$ cat config.mk
export PLATFORM = sky130hd
export DESIGN_NAME = alu_shift_pipe_flat
export DESIGN_NICKNAME = d
export VERILOG_FILES = /design/src/rtl/alu_pkg.sv /design/src/rtl/alu_shift_pipe_if.sv /design/src/rtl/alu_shift_stage.sv /design/src/rtl/alu_shift_pipe.sv /design/src/flat_wrapper.sv
export SDC_FILE = /design/constraint.sdc
export NUM_CORES = 1
export LEC_CHECK = 0
export CORE_MARGIN = 4
export CORE_UTILIZATION = 53
export DETAILED_ROUTE_END_ITERATION = 16
export PLACE_DENSITY = 0.81
export RECOVER_POWER = 25
export SLEW_MARGIN = 0
export SYNTH_ARGS = -nofsm -noshare
export SYNTH_HDL_FRONTEND = slang
export SYNTH_SLANG_ARGS = --single-unit
$ cat constraint.sdc
create_clock -name soc_clk -period 3.8 [get_ports soc_clk]
set_input_delay 0.76 -clock soc_clk [delete_from_list [all_inputs] [get_ports soc_clk]]
set_output_delay 0.76 -clock soc_clk [all_outputs]
set_load 0.01 [all_outputs]
$ cat src/rtl/alu_pkg.sv
// Shared ALU definitions: op codes, op type and shifter helpers.
// ALU_SHIFT_ROT_EN adds the rotate ops to the supported set.
package alu_pkg;

  typedef logic [4:0] alu_op_t;

  localparam alu_op_t ALU_OP_SLL = 5'd8;
  localparam alu_op_t ALU_OP_SRL = 5'd12;
  localparam alu_op_t ALU_OP_SRA = 5'd13;
  localparam alu_op_t ALU_OP_ROL = 5'd14;
  localparam alu_op_t ALU_OP_ROR = 5'd15;

  function automatic int shift_bits_per_stage(input int shamt_w, input int stages);
    return (shamt_w + stages - 32'sd1) / stages;
  endfunction

  function automatic logic op_supported(input alu_op_t op);
    logic ok;
    case (op)
      ALU_OP_SLL, ALU_OP_SRL, ALU_OP_SRA: ok = 1'b1;
`ifdef ALU_SHIFT_ROT_EN
      ALU_OP_ROL, ALU_OP_ROR:             ok = 1'b1;
`endif
      default:                            ok = 1'b0;
    endcase
    return ok;
  endfunction

endpackage

$ cat src/rtl/alu_shift_pipe_if.sv
// Request/result bundle of the pipelined shifter, including the flush strobe.
interface alu_shift_pipe_if #(
  parameter int XLEN  = 32,
  parameter int TAG_W = 4
);
  import alu_pkg::*;

  logic              flush;
  logic              in_valid;
  logic              in_ready;
  alu_op_t           in_op;
  logic [XLEN-1:0]   in_dat1;
  logic [XLEN-1:0]   in_dat2;
  logic [TAG_W-1:0]  in_tag;
  logic              out_valid;
  logic              out_ready;
  logic [XLEN-1:0]   out_data;
  logic [TAG_W-1:0]  out_tag;

  modport master (
    output flush, in_valid, in_op, in_dat1, in_dat2, in_tag, out_ready,
    input  in_ready, out_valid, out_data, out_tag
  );

  modport slave (
    input  flush, in_valid, in_op, in_dat1, in_dat2, in_tag, out_ready,
    output in_ready, out_valid, out_data, out_tag
  );
endinterface

$ cat src/rtl/alu_shift_stage.sv
// Combinational partial shift applying shamt bits [LO_BIT +: N_BITS].
// Rotate paths exist only when ALU_SHIFT_ROT_EN is defined.
module alu_shift_stage
  import alu_pkg::*;
#(
  parameter int XLEN   = 32,
  parameter int LO_BIT = 0,
  parameter int N_BITS = 1
) (
  input  alu_op_t           op,
  input  logic              sign,
  input  logic [N_BITS-1:0] grp,
  input  logic [XLEN-1:0]   din,
  output logic [XLEN-1:0]   dout
);

  int amt_s;

  // Log-shifter: each set shamt bit moves the word by its power of two
  always_comb begin
    dout  = din;
    amt_s = 32'sd0;
    for (int b = 0; b < N_BITS; b++) begin
      amt_s = 32'sd1 << (LO_BIT + b);
      if (grp[b]) begin
        case (op)
          ALU_OP_SLL: dout = dout << amt_s;
          ALU_OP_SRL: dout = dout >> amt_s;
          ALU_OP_SRA: dout = (dout >> amt_s) | ({XLEN{sign}} << (XLEN - amt_s));
`ifdef ALU_SHIFT_ROT_EN
          ALU_OP_ROL: dout = (dout << amt_s) | (dout >> (XLEN - amt_s));
          ALU_OP_ROR: dout = (dout >> amt_s) | (dout << (XLEN - amt_s));
`endif
          default:    dout = dout;
        endcase
      end else begin
        dout = dout;
      end
    end
  end

endmodule

$ cat src/rtl/alu_shift_pipe.sv
// Pipelined logarithmic shifter (SLL/SRL/SRA) with valid/ready, flush and tag.
// Define ALU_SHIFT_ROT_EN to add ROL/ROR in the same pipeline.
module alu_shift_pipe
  import alu_pkg::*;
#(
  parameter int XLEN    = 32,
  parameter int SHAMT_W = $clog2(XLEN),
  parameter int STAGES  = 2,
  parameter int TAG_W   = 4
) (
  input  logic              soc_clk,
  input  logic              reset,
  alu_shift_pipe_if.slave   bus
);

  localparam int BPS = shift_bits_per_stage(SHAMT_W, STAGES);

  logic              advance_s;

  logic              vld_in_s   [STAGES];
  logic              sign_in_s  [STAGES];
  alu_op_t           op_in_s    [STAGES];
  logic [XLEN-1:0]   dat_in_s   [STAGES];
  logic [XLEN-1:0]   dat_sh_s   [STAGES];
  logic [SHAMT_W-1:0] shamt_in_s [STAGES];
  logic [TAG_W-1:0]  tag_in_s   [STAGES];

  logic              vld_r   [STAGES];
  logic              sign_r  [STAGES];
  alu_op_t           op_r    [STAGES];
  logic [XLEN-1:0]   dat_r   [STAGES];
  logic [SHAMT_W-1:0] shamt_r [STAGES];
  logic [TAG_W-1:0]  tag_r   [STAGES];

  // A stalled output freezes the whole pipe; otherwise every slot moves
  assign advance_s     = ~vld_r[STAGES-1] | bus.out_ready;
  assign bus.in_ready  = advance_s;
  assign bus.out_valid = vld_r[STAGES-1];
  assign bus.out_data  = dat_r[STAGES-1];
  assign bus.out_tag   = tag_r[STAGES-1];

  for (genvar k = 0; k < STAGES; k++) begin : g_stage
    localparam int LO = k * BPS;
    localparam int NB = (LO >= SHAMT_W) ? 0 : (((SHAMT_W - LO) < BPS) ? (SHAMT_W - LO) : BPS);

    if (k == 0) begin : g_src
      assign vld_in_s[k]   = bus.in_valid;
      assign sign_in_s[k]  = bus.in_dat1[XLEN-1];
      assign op_in_s[k]    = bus.in_op;
      assign dat_in_s[k]   = bus.in_dat1;
      assign shamt_in_s[k] = bus.in_dat2[SHAMT_W-1:0];
      assign tag_in_s[k]   = bus.in_tag;
    end else begin : g_src
      assign vld_in_s[k]   = vld_r[k-1];
      assign sign_in_s[k]  = sign_r[k-1];
      assign op_in_s[k]    = op_r[k-1];
      assign dat_in_s[k]   = dat_r[k-1];
      assign shamt_in_s[k] = shamt_r[k-1];
      assign tag_in_s[k]   = tag_r[k-1];
    end

    if (NB > 0) begin : g_shift
      alu_shift_stage #(
        .XLEN   (XLEN),
        .LO_BIT (LO),
        .N_BITS (NB)
      ) u_stage (
        .op   (op_in_s[k]),
        .sign (sign_in_s[k]),
        .grp  (shamt_in_s[k][LO +: NB]),
        .din  (dat_in_s[k]),
        .dout (dat_sh_s[k])
      );
    end else begin : g_pass
      assign dat_sh_s[k] = dat_in_s[k];
    end

    if (k == STAGES - 1) begin : g_last
      // Output slot: data and tag are forced to zero whenever no valid result sits here
      always_ff @(posedge soc_clk) begin
        if (reset || bus.flush) begin
          vld_r[k]   <= 1'b0;
          sign_r[k]  <= 1'b0;
          op_r[k]    <= 5'd0;
          dat_r[k]   <= {XLEN{1'b0}};
          shamt_r[k] <= {SHAMT_W{1'b0}};
          tag_r[k]   <= {TAG_W{1'b0}};
        end else if (advance_s) begin
          vld_r[k]   <= vld_in_s[k];
          sign_r[k]  <= sign_in_s[k];
          op_r[k]    <= op_in_s[k];
          dat_r[k]   <= (vld_in_s[k] && op_supported(op_in_s[k])) ? dat_sh_s[k] : {XLEN{1'b0}};
          shamt_r[k] <= shamt_in_s[k];
          tag_r[k]   <= vld_in_s[k] ? tag_in_s[k] : {TAG_W{1'b0}};
        end else begin
          vld_r[k]   <= vld_r[k];
          sign_r[k]  <= sign_r[k];
          op_r[k]    <= op_r[k];
          dat_r[k]   <= dat_r[k];
          shamt_r[k] <= shamt_r[k];
          tag_r[k]   <= tag_r[k];
        end
      end
    end else begin : g_mid
      // Intermediate slot: flush only needs to kill the valid bit
      always_ff @(posedge soc_clk) begin
        if (reset) begin
          vld_r[k]   <= 1'b0;
          sign_r[k]  <= 1'b0;
          op_r[k]    <= 5'd0;
          dat_r[k]   <= {XLEN{1'b0}};
          shamt_r[k] <= {SHAMT_W{1'b0}};
          tag_r[k]   <= {TAG_W{1'b0}};
        end else if (bus.flush) begin
          vld_r[k]   <= 1'b0;
        end else if (advance_s) begin
          vld_r[k]   <= vld_in_s[k];
          sign_r[k]  <= sign_in_s[k];
          op_r[k]    <= op_in_s[k];
          dat_r[k]   <= dat_sh_s[k];
          shamt_r[k] <= shamt_in_s[k];
          tag_r[k]   <= tag_in_s[k];
        end else begin
          vld_r[k]   <= vld_r[k];
        end
      end
    end
  end

endmodule
$ cat src/flat_wrapper.sv
// flat-port wrapper written by rule: the top's interface ports become plain ports
module alu_shift_pipe_flat import alu_pkg::*;
#(
  parameter int XLEN    = 32,
  parameter int SHAMT_W = $clog2(XLEN),
  parameter int STAGES  = 2,
  parameter int TAG_W   = 4
)
  (soc_clk, reset, bus_flush, bus_in_valid, bus_in_op, bus_in_dat1, bus_in_dat2, bus_in_tag, bus_out_ready, bus_in_ready, bus_out_valid, bus_out_data, bus_out_tag);
  alu_shift_pipe_if #(.XLEN(XLEN), .TAG_W(TAG_W)) bus_i ();
  input  logic soc_clk;
  input  logic reset;
  input wire logic [$bits(bus_i.flush)-1:0] bus_flush;
  input wire logic [$bits(bus_i.in_valid)-1:0] bus_in_valid;
  input wire logic [$bits(bus_i.in_op)-1:0] bus_in_op;
  input wire logic [$bits(bus_i.in_dat1)-1:0] bus_in_dat1;
  input wire logic [$bits(bus_i.in_dat2)-1:0] bus_in_dat2;
  input wire logic [$bits(bus_i.in_tag)-1:0] bus_in_tag;
  input wire logic [$bits(bus_i.out_ready)-1:0] bus_out_ready;
  output wire logic [$bits(bus_i.in_ready)-1:0] bus_in_ready;
  output wire logic [$bits(bus_i.out_valid)-1:0] bus_out_valid;
  output wire logic [$bits(bus_i.out_data)-1:0] bus_out_data;
  output wire logic [$bits(bus_i.out_tag)-1:0] bus_out_tag;
  assign bus_i.flush = bus_flush;
  assign bus_i.in_valid = bus_in_valid;
  assign bus_i.in_op = bus_in_op;
  assign bus_i.in_dat1 = bus_in_dat1;
  assign bus_i.in_dat2 = bus_in_dat2;
  assign bus_i.in_tag = bus_in_tag;
  assign bus_i.out_ready = bus_out_ready;
  assign bus_in_ready = bus_i.in_ready;
  assign bus_out_valid = bus_i.out_valid;
  assign bus_out_data = bus_i.out_data;
  assign bus_out_tag = bus_i.out_tag;
  alu_shift_pipe #(.XLEN(XLEN), .SHAMT_W(SHAMT_W), .STAGES(STAGES), .TAG_W(TAG_W)) u_core (.soc_clk(soc_clk), .reset(reset), .bus(bus_i));
endmodule
Yosys cells after proc, flatten, opt, wreduce, memory -nomap -nowiden
Memory sizes are Yosys's and may differ from the RTL's.
Index checks and enable logic that the tools add are counted.
{"block": "totals", "word_cells": 98, "ramBits": 96, "n_memories": 6, "register_bits": 0, "out_inout_bits": 38, "input_bits": 78}
{"name": "u_core.dat_r", "words": 2, "word_bits": 32, "rd": 2, "rd_ports_with_merged_regs": 0, "wr": 2, "line_no": "alu_shift_pipe.sv:31", "text": "logic [XLEN-1:0] dat_r [STAGES];"}
{"name": "u_core.op_r", "words": 2, "word_bits": 5, "rd": 1, "rd_ports_with_merged_regs": 0, "wr": 2, "line_no": "alu_shift_pipe.sv:30", "text": "alu_op_t op_r [STAGES];"}
{"name": "u_core.shamt_r", "words": 2, "word_bits": 5, "rd": 1, "rd_ports_with_merged_regs": 0, "wr": 2, "line_no": "alu_shift_pipe.sv:32", "text": "logic [SHAMT_W-1:0] shamt_r [STAGES];"}
{"name": "u_core.tag_r", "words": 2, "word_bits": 4, "rd": 2, "rd_ports_with_merged_regs": 0, "wr": 2, "line_no": "alu_shift_pipe.sv:33", "text": "logic [TAG_W-1:0] tag_r [STAGES];"}
{"name": "u_core.sign_r", "words": 2, "word_bits": 1, "rd": 1, "rd_ports_with_merged_regs": 0, "wr": 2, "line_no": "alu_shift_pipe.sv:29", "text": "logic sign_r [STAGES];"}
{"name": "u_core.vld_r", "words": 2, "word_bits": 1, "rd": 2, "rd_ports_with_merged_regs": 0, "wr": 2, "line_no": "alu_shift_pipe.sv:28", "text": "logic vld_r [STAGES];"}
{"block": "op_classes", "n_eq_ne": 7, "n_mux": 54, "bitwise_logic": 27, "reduce_logical": 4}
{"op": "$pmux W32 S3", "n": 5}
{"op": "$mux W32", "n": 9}
{"op": "$or A16 B32 Y32", "n": 1}
{"op": "$or A24 B32 Y32", "n": 1}
{"op": "$or A28 B32 Y32", "n": 1}
{"op": "$or A30 B32 Y32", "n": 1}
{"op": "$or A31 B32 Y32", "n": 1}
{"op": "$eq A5 B4 Y1 const B", "n": 6}
{"op": "$mux W1", "n": 30}
{"op": "$mux W5", "n": 6}
{"op": "$or A1 B1 Y1", "n": 21}
{"op": "$mux W4", "n": 4}
{"op": "$reduce_or A3 Y1", "n": 1}
{"op": "$reduce_and A2 Y1", "n": 1}
{"op": "$logic_and A1 B1 Y1", "n": 1}
{"op": "$logic_or A1 B1 Y1", "n": 1}
{"op": "$ne A0 B0 Y1", "n": 1}
{"op": "$not A1 Y1", "n": 1}

Longest topological paths before layout
Gate-level depths: netlist (run 1).
{"block": "depth", "depth_word": 10, "depth_mapped": 9, "depth_no_buf": 7}

Hierarchy
Synthesis (run 1) repeated with hierarchy kept, for this count alone.
{"block": "hier_totals", "cells_unflattened": 742, "area_unflattened_um2": 6960.4}
{"mod": "alu_shift_pipe", "cells_per_inst": 196, "n_inst": 1, "area_each_um2": 3537.1, "seq_area_each_um2": 2462.4}
{"mod": "alu_shift_stage at u_core.g_stage[0].g_shift.u_stage", "cells_per_inst": 364, "n_inst": 1, "area_each_um2": 2172.1, "seq_area_each_um2": 0.0}
{"mod": "alu_shift_stage at u_core.g_stage[1].g_shift.u_stage", "cells_per_inst": 182, "n_inst": 1, "area_each_um2": 1251.2, "seq_area_each_um2": 0.0}

Least setup slack after synthesis (run 1)
OpenSTA, ideal clock, no wires.
{"block": "synth_timing", "path_kind": "input -> register", "startpoint": "input port bus_out_ready", "endpoint": "memory u_core.dat_r[0][0] (enable)", "arrival_ps": 2906, "t_required_ps": 3345, "stages": 2, "n_path_buf": 0, "slack_ps": 439, "setup_ps": 455, "cell_sequence": "nor2b_1 -> o21bai_1"}
{"item": "start: declaration", "line_no": "flat_wrapper.sv:19", "text": "input wire logic [$bits(bus_i.out_ready)-1:0] bus_out_ready;"}
{"item": "end: declaration", "line_no": "alu_shift_pipe.sv:31"}

==> results of run 1 <==
-- critical path, delay by kind of cell --
kind / cells / cell delay [ns]
AOI/OAI and AO/OA: 4 / 1.54
buffers and inverters: 2 / 0.84
and+or+nand+nor: 2 / 0.32
-- worst paths after layout --
path                                    startpoint             endpoint  slack, ns  cells after the start
worst min-delay path            u_core.tag_r[0][2]   u_core.tag_r[1][2]       0.56                      1
worst max-delay path                  bus_in_op[2]  u_core.dat_r[0][20]       0.41                      8
worst max register to register   u_core.op_r[0][4]  u_core.dat_r[1][14]       0.80                      6
worst min register to register  u_core.tag_r[0][2]   u_core.tag_r[1][2]       0.56                      1
-- sequential cells by signal (all words and copies together) (netlist names) --
| name | count |
|---|---|
| u_core.sign_r | 1 |
| u_core.tag_r | 8 |
| u_core.op_r | 5 |
| u_core.shamt_r | 2 |
| u_core.dat_r | 64 |
| u_core.vld_r | 2 |
-- per-stage QoR --
step / instances / cell area, sq um / power, mW / util / setup WS (ns)
after floorplan: 699 / 6085 / 1.317 / - / 0.4395
after global placement: 901 / 7197 / 1.491 / 0.6525 / 0.2130
after detailed placement: 901 / 7197 / 1.500 / 0.6525 / 0.1547
after CTS: 917 / 7522 / 2.448 / 0.6819 / 0.4918
after global routing: 917 / 7516 / 2.532 / 0.6814 / 0.3271
final: 917 / 7516 / 2.460 / 0.6814 / 0.4138
-- placed cells by master (no fill, tap or decap), types with 9 or more instances in the layout --
cell type,count
a221oi_1,12
nand3_1,16
a222oi_1,11
clkbuf_16,9
dlygate4sd3_1,38
a22o_1,42
a22oi_1,19
a211oi_1,12
a21oi_1,63
nor3_1,24
nor2_1,82
a31oi_1,27
nand2_1,47
clkdlybuf4s50_1,49
o31ai_1,11
edfxtp_1,82
inv_1,13
o21ai_0,29
buf_4,37
and3_1,48
-- routing by layer --
layer	wire, microns	track usage	vias to the layer above
li1	-	-	2926
met1	7872	0.4164	3036
met2	9517	0.4938	540
met3	2522	0.05842	85
met4	1163	0.1604	0
met5	0	0	-
-- layout make-up --
class | instances | area, sq um
inverter | 13 | 48.80
sequential | 82 | 2462
tap | 140 | 175.2
clock inverter | 7 | 100.1
timing repair buffer | 127 | 1162
fill | 896 | 3515
multi-input combinational | 539 | 3342
clock buffer | 9 | 225.2
-- power by group --
part	switching, mW	internal, mW
logic	0.252	0.177
clock network	0.376	0.583
registers	0.0377	1.03
total	0.666	1.79
-- cell families after synthesis --
logic type	synth area share
DFF	0.4047
and+or+nand+nor	0.2007
buffers and inverters	0.04956
muxes	0.004935
AOI/OAI and AO/OA	0.3401
==> reports/metrics.csv, run 1 <==
stage;metric;value;unit
global_route;final global-route overflow total;0;
setup_path;slowest CP cell;a222oi_1;
synthesis;top cells by area, synth;edfxtp_1 40%, a22o_1 6.0%, a21oi_1 5.2%;
finish;area grow syn2layout;23.52;%
synthesis;post-synth cell types;59;
synthesis;number of flops mapped to enable cells by yosys;82;
floorplan;starting density of the core;0.5516;
synthesis;mapped cell area;6085;sq um
global_route;vias in the first global route;6148;
pwr;pwr/cell area;327.3;nW/um^2
route;DR pass1 iterations;6;
setup_path;CP max stage delay;0.90;ns
route;post-detailed-route count of antenna-violating nets;0;
floorplan;die area;13260;sq um
sta;final setup vio count;0;
placed_design;post-detail-place hpwl;15260;microns
sta;Hold Slack;0.5601;ns
route;DRC violations left;0;
setup_path;Critical Path RT;3.89;ns
placed_design;RePlAce Congestion;1.035;
synthesis;area leader, netlist;edfxtp_1;
run_status;status;completed;
synthesis;Seq/Total Area, Yosys;0.4047;
floorplan;io pins;116;
clock_network;# Post-CTS Setup Buffers;0;
setup_path;Worst setup SP type;primary input;
finish;ant diodes;0;
floorplan;Vert. Die Dim;115.1;microns
placed_design;IO Port Bufs;88;
clock_network;clk_lat worst skew;0.34;ns
synthesis;Avg Inst Size Synth;8.705;sq um
setup_path;Crit Path Max Fanout;25;
clock_network;post_cts resized;0;
route;wire length per cell;22.98;microns
sta;fin. max-slew vios;0;
sta;Worst-Margin Slew;1.263;ns
floorplan;core area;11030;sq um
setup_path;Setup CP Type;primary input to flip-flop;
clock_network;Clock Path Buffers;2;
sta;Clock Skew;0.008955;ns
clock_network;CTS Buf Count;9;
synthesis;asr flop ratio synth;0;
global_route;antenna violations before repair;0;
sta;slew margin rel.;0.1579;
sta;RSZ-0062 raised after global routing;false;
setup_path;Worst EP arrival;3.48;ns
finish;Final nets;850;
synthesis;Yosys warning count;0;
sta;Setup TNS Final;0;ns
clock_network;TritonCTS clock tree;done;
global_route;gr usage total;0.3145;
sta;fmax;295.3;MHz
route;vias post-DR;6587;
clock_network;CTS sink cnt;82;
floorplan;Die Wd;115.1;microns
route;DR iter-0 viols;1275;
synthesis;synthesized instance count;699;
synthesis;Syn Nets;777;
sta;fin crit period;3.386;ns
clock_network;Max H-tree Level;3;
sta;crit share post-route;0.8911;
synthesis;Synth top area share;0.4047;
clock_network;CTS root buffer;clkbuf_16;
synthesis;number of synthesized register bits;82;
finish;share of post-route cells with drive strength above 1;0.08366;
global_route;pin count of the biggest net entering global routing;45;
route;vias per cell;7.183;
clock_network;clk slew on worst S/H paths;0.06;ns
global_route;first-pass GRT wire length;32770;microns
pwr;leakage power;3.081;nW
setup_path;crit path cell chain;clkdlybuf4s50_1, nand2b_1, nand3_1, buf_4, a222oi_1, o221a_2, o32a_1, a21oi_1;
pwr;Peak VDD IR;309.4;uV
clock_network;# hold bufs at CTS;0;
synthesis;Synth Flop Type;edfxtp_1;
sta;final count of hold timing violations;0;
job;Max-Cap Viols;0;
floorplan;number of core rows;38;
hold_path;Hold Path Class;flip-flop to flip-flop;
setup_path;Worst Setup End Kind;flip-flop;
synthesis;Post-synth top cells;82 x edfxtp_1, 82 x nor2_1, 63 x a21oi_1;
route;final WL;21080;microns
No activity file was read; power rests on OpenSTA's default activity.
==> run 2, diff against run 1 <==
--- a/config.mk
+++ b/config.mk
@@ -6,9 +6,9 @@
 export NUM_CORES = 1
 export LEC_CHECK = 0
 export CORE_MARGIN = 4
-export CORE_UTILIZATION = 53
+export CORE_UTILIZATION = 50
 export DETAILED_ROUTE_END_ITERATION = 16
-export PLACE_DENSITY = 0.81
+export PLACE_DENSITY = 0.77
 export RECOVER_POWER = 25
 export SLEW_MARGIN = 0
 export SYNTH_ARGS = -nofsm -noshare
==> reports/metrics.csv, run 2 (synthesis gave the netlist of run 1 again) <==
stage;metric;value;unit;change
clock_network;CTS root buffer;clkbuf_16;;
setup_path;slowest CP cell;nor2b_1;;
global_route;gr usage total;0.2589;;-0.05557
floorplan;number of core rows;40;;+5.3%
global_route;pin count of the biggest net entering global routing;47;;+4.4%
hold_path;Hold Path Class;flip-flop to flip-flop;;
floorplan;Vert. Die Dim;118.3;microns;+2.8%
route;vias post-DR;6213;;-5.7%
route;DR iter-0 viols;704;;-45%
placed_design;post-detail-place hpwl;14110;microns;-7.5%
finish;FF+latch area;2462;sq um;unchanged
route;final WL;18310;microns;-13%
global_route;vias in the first global route;5964;;-3.0%
sta;fin. max-slew vios;0;;unchanged
clock_network;TritonCTS clock tree;done;;
setup_path;Crit Path Max Fanout;18;;-28%
clock_network;post_cts resized;0;;unchanged
clock_network;clk_lat worst skew;0.33;ns;about the same
placed_design;pre-CTS setup slack;0.09089;ns;-0.06378 ns
clock_network;CTS sink cnt;82;;unchanged
sta;fmax;290.0;MHz;-1.8%
finish;register name with the most flops;u_core.dat_r;;
clock_network;clk slew on worst S/H paths;0.06;ns;about the same
global_route;antenna violations before repair;0;;unchanged
sta;fin crit period;3.449;ns;+0.06262 ns
global_route;met1 usage;0.3352;;-0.08126
floorplan;starting density of the core;0.5087;;-0.04293
hold_path;worst hold stages;1;;unchanged
global_route;GR peak layer;met2;;
floorplan;Die Wd;118.3;microns;+2.8%
route;wire length per cell;19.82;microns;-14%
setup_path;Worst Setup End Kind;flip-flop;;
finish;area grow syn2layout;23.44;%;about the same
pwr;Peak VDD IR;200.6;uV;-35%
finish;most frequent cells in the layout;82 x nor2_1, 82 x edfxtp_1, 63 x a21oi_1, 58 x clkdlybuf4s50_1, 48 x and3_1;;
finish;Final nets;851;;+0.12%
finish;Finished Core Util;0.6279;;-0.05345
pwr;leakage power;3.037;nW;-1.4%
setup_path;Setup CP Type;primary input to flip-flop;;
finish;Final Instance Count excl. Fillers;924;;+0.76%
global_route;first-pass GRT wire length;30070;microns;-8.2%
setup_path;Worst EP arrival;3.62;ns;+0.14 ns
finish;ant diodes;0;;unchanged
clock_network;# hold bufs at CTS;0;;unchanged
finish;Largest register FFs;64;;unchanged
sta;crit share post-route;0.9076;;+0.01648
sta;Final WS setup;0.3511;ns;-0.06262 ns
pwr;PnR Total Power;2.214;mW;-10%
finish;Regs by FF count;u_core.dat_r: 64 flops, u_core.tag_r: 8 flops, u_core.op_r: 5 flops;;
finish;Fill cells;1025;;+14%
sta;Clock Skew;0.005388;ns;-0.003567 ns
finish;share of post-route cells with drive strength above 1;0.08108;;-0.002574
global_route;final global-route overflow total;0;;unchanged
job;Max-Cap Viols;0;;unchanged
floorplan;die area;14000;sq um;+5.6%
setup_path;worst r2r src;u_core.op_r[0][4];;
setup_path;Critical Path RT;3.97;ns;+0.08 ns
sta;Setup TNS Final;0;ns;unchanged
placed_design;placed insts;909;;+0.89%
global_route;met3 usage;0.05311;;-0.005311
route;DRC violations left;0;;unchanged
run_status;status;completed;;
setup_path;Worst setup SP type;primary input;;
sta;Worst-Margin Slew;1.099;ns;-0.1646 ns
placed_design;RePlAce Congestion;0.9495;;-8.3%
clock_network;Clock Path Buffers;2;;unchanged
floorplan;core area;11960;sq um;+8.4%
setup_path;crit path cell chain;clkdlybuf4s50_1, nor2b_1, and2_1, buf_4, a222oi_1, o21ai_0, a21oi_1, nor3_1;;
global_route;grt met2 use;0.4191;;-0.07475
clock_network;CTS Buf Count;9;;unchanged
placed_design;IO Port Bufs;88;;unchanged
sta;slew margin rel.;0.2676;;+0.1097
setup_path;Crit Reg-Reg Endpoint;u_core.dat_r[1][18];;
floorplan;io pins;116;;unchanged
sta;RSZ-0062 raised after global routing;false;;
clock_network;Max H-tree Level;3;;unchanged
setup_path;number of cells on the worst reg-to-reg path;7;;+1
setup_path;CP max stage delay;0.84;ns;-0.06 ns
clock_network;# Post-CTS Setup Buffers;0;;unchanged
route;DR pass1 iterations;8;;+2
sta;final count of hold timing violations;0;;unchanged
finish;combined area of the multi-input logic cells;3342;sq um;unchanged
setup_path;reg2reg setup slack;0.83;ns;+0.03 ns
pwr;pwr/cell area;294.8;nW/um^2;-9.9%
hold_path;Hold EP;u_core.tag_r[1][2];;
hold_path;HP Start;u_core.tag_r[0][2];;
route;post-detailed-route count of antenna-violating nets;0;;unchanged
route;vias per cell;6.724;;-6.4%
sta;final setup vio count;0;;unchanged
==> run 2: changes by cell type in the layout (fill, tap and decap cells not counted), sizes merged <==
cell	change
clkdlybuf4s50	+9
dlygate4sd3	-9
clkinv	+4
clkinvlp	-1
buf	+2
inv	-3
bufinv	-2
==> run 2: area by class of cell <==
cell class                      count  share of cell area
Clock inverter                      5            0.002999
Sequential cell                    82              0.3278
Timing Repair Buffer              128              0.1628
Inverter                           13            0.006497
Clock buffer                       10             0.03048
Tap cell                          147             0.02449
Multi-Input combinational cell    539              0.4449
==> run 2: per-stage QoR <==
step                hold WS [ns]  cell area (sq um)
floorplan                 0.5279               6085
global placement          0.5422               7263
detailed placement        0.5464               7263
CTS                       0.5627               7515
global route              0.5964               7511
finish                    0.5583               7511
==> run 2: report_power, final <==
part / switching [mW] / internal [mW]
registers: 0.0286 / 1.03
logic: 0.242 / 0.180
clock network: 0.300 / 0.429
total: 0.570 / 1.64
==> run 2: how the worst max path moves through the flow <==
| stage | to | depth (start not counted) | from | slack (ns) |
|---|---|---|---|---|
| final | u_core.dat_r[0][31] | 8 | bus_in_op[4] | 0.35 |
| after global routing | u_core.dat_r[0][22] | 8 | bus_in_op[4] | 0.19 |
| after CTS | u_core.dat_r[0][16] | 8 | bus_in_op[4] | 0.43 |
| after global placement | u_core.dat_r[0][20] | 8 | bus_in_op[4] | 0.15 |
| after floorplan | u_core.dat_r[0][0] | 2 | bus_out_ready | 0.44 |
| after detailed placement | u_core.dat_r[0][16] | 8 | bus_in_op[4] | 0.09 |
==> run 2: routing by layer <==
metal | part of all wire | vias to the layer above
met5 | 0 | -
met4 | 0.036 | 0
met3 | 0.088 | 55
met2 | 0.46 | 374
met1 | 0.41 | 2866
li1 | - | 2918
==> run 2: worst max-delay path: cells and delay by family <==
family,cells,cell delay [ns]
buffers and inverters,2,0.72
AND/OR/NAND/NOR,3,1.50
AO/OA/AOI/OAI,3,0.64
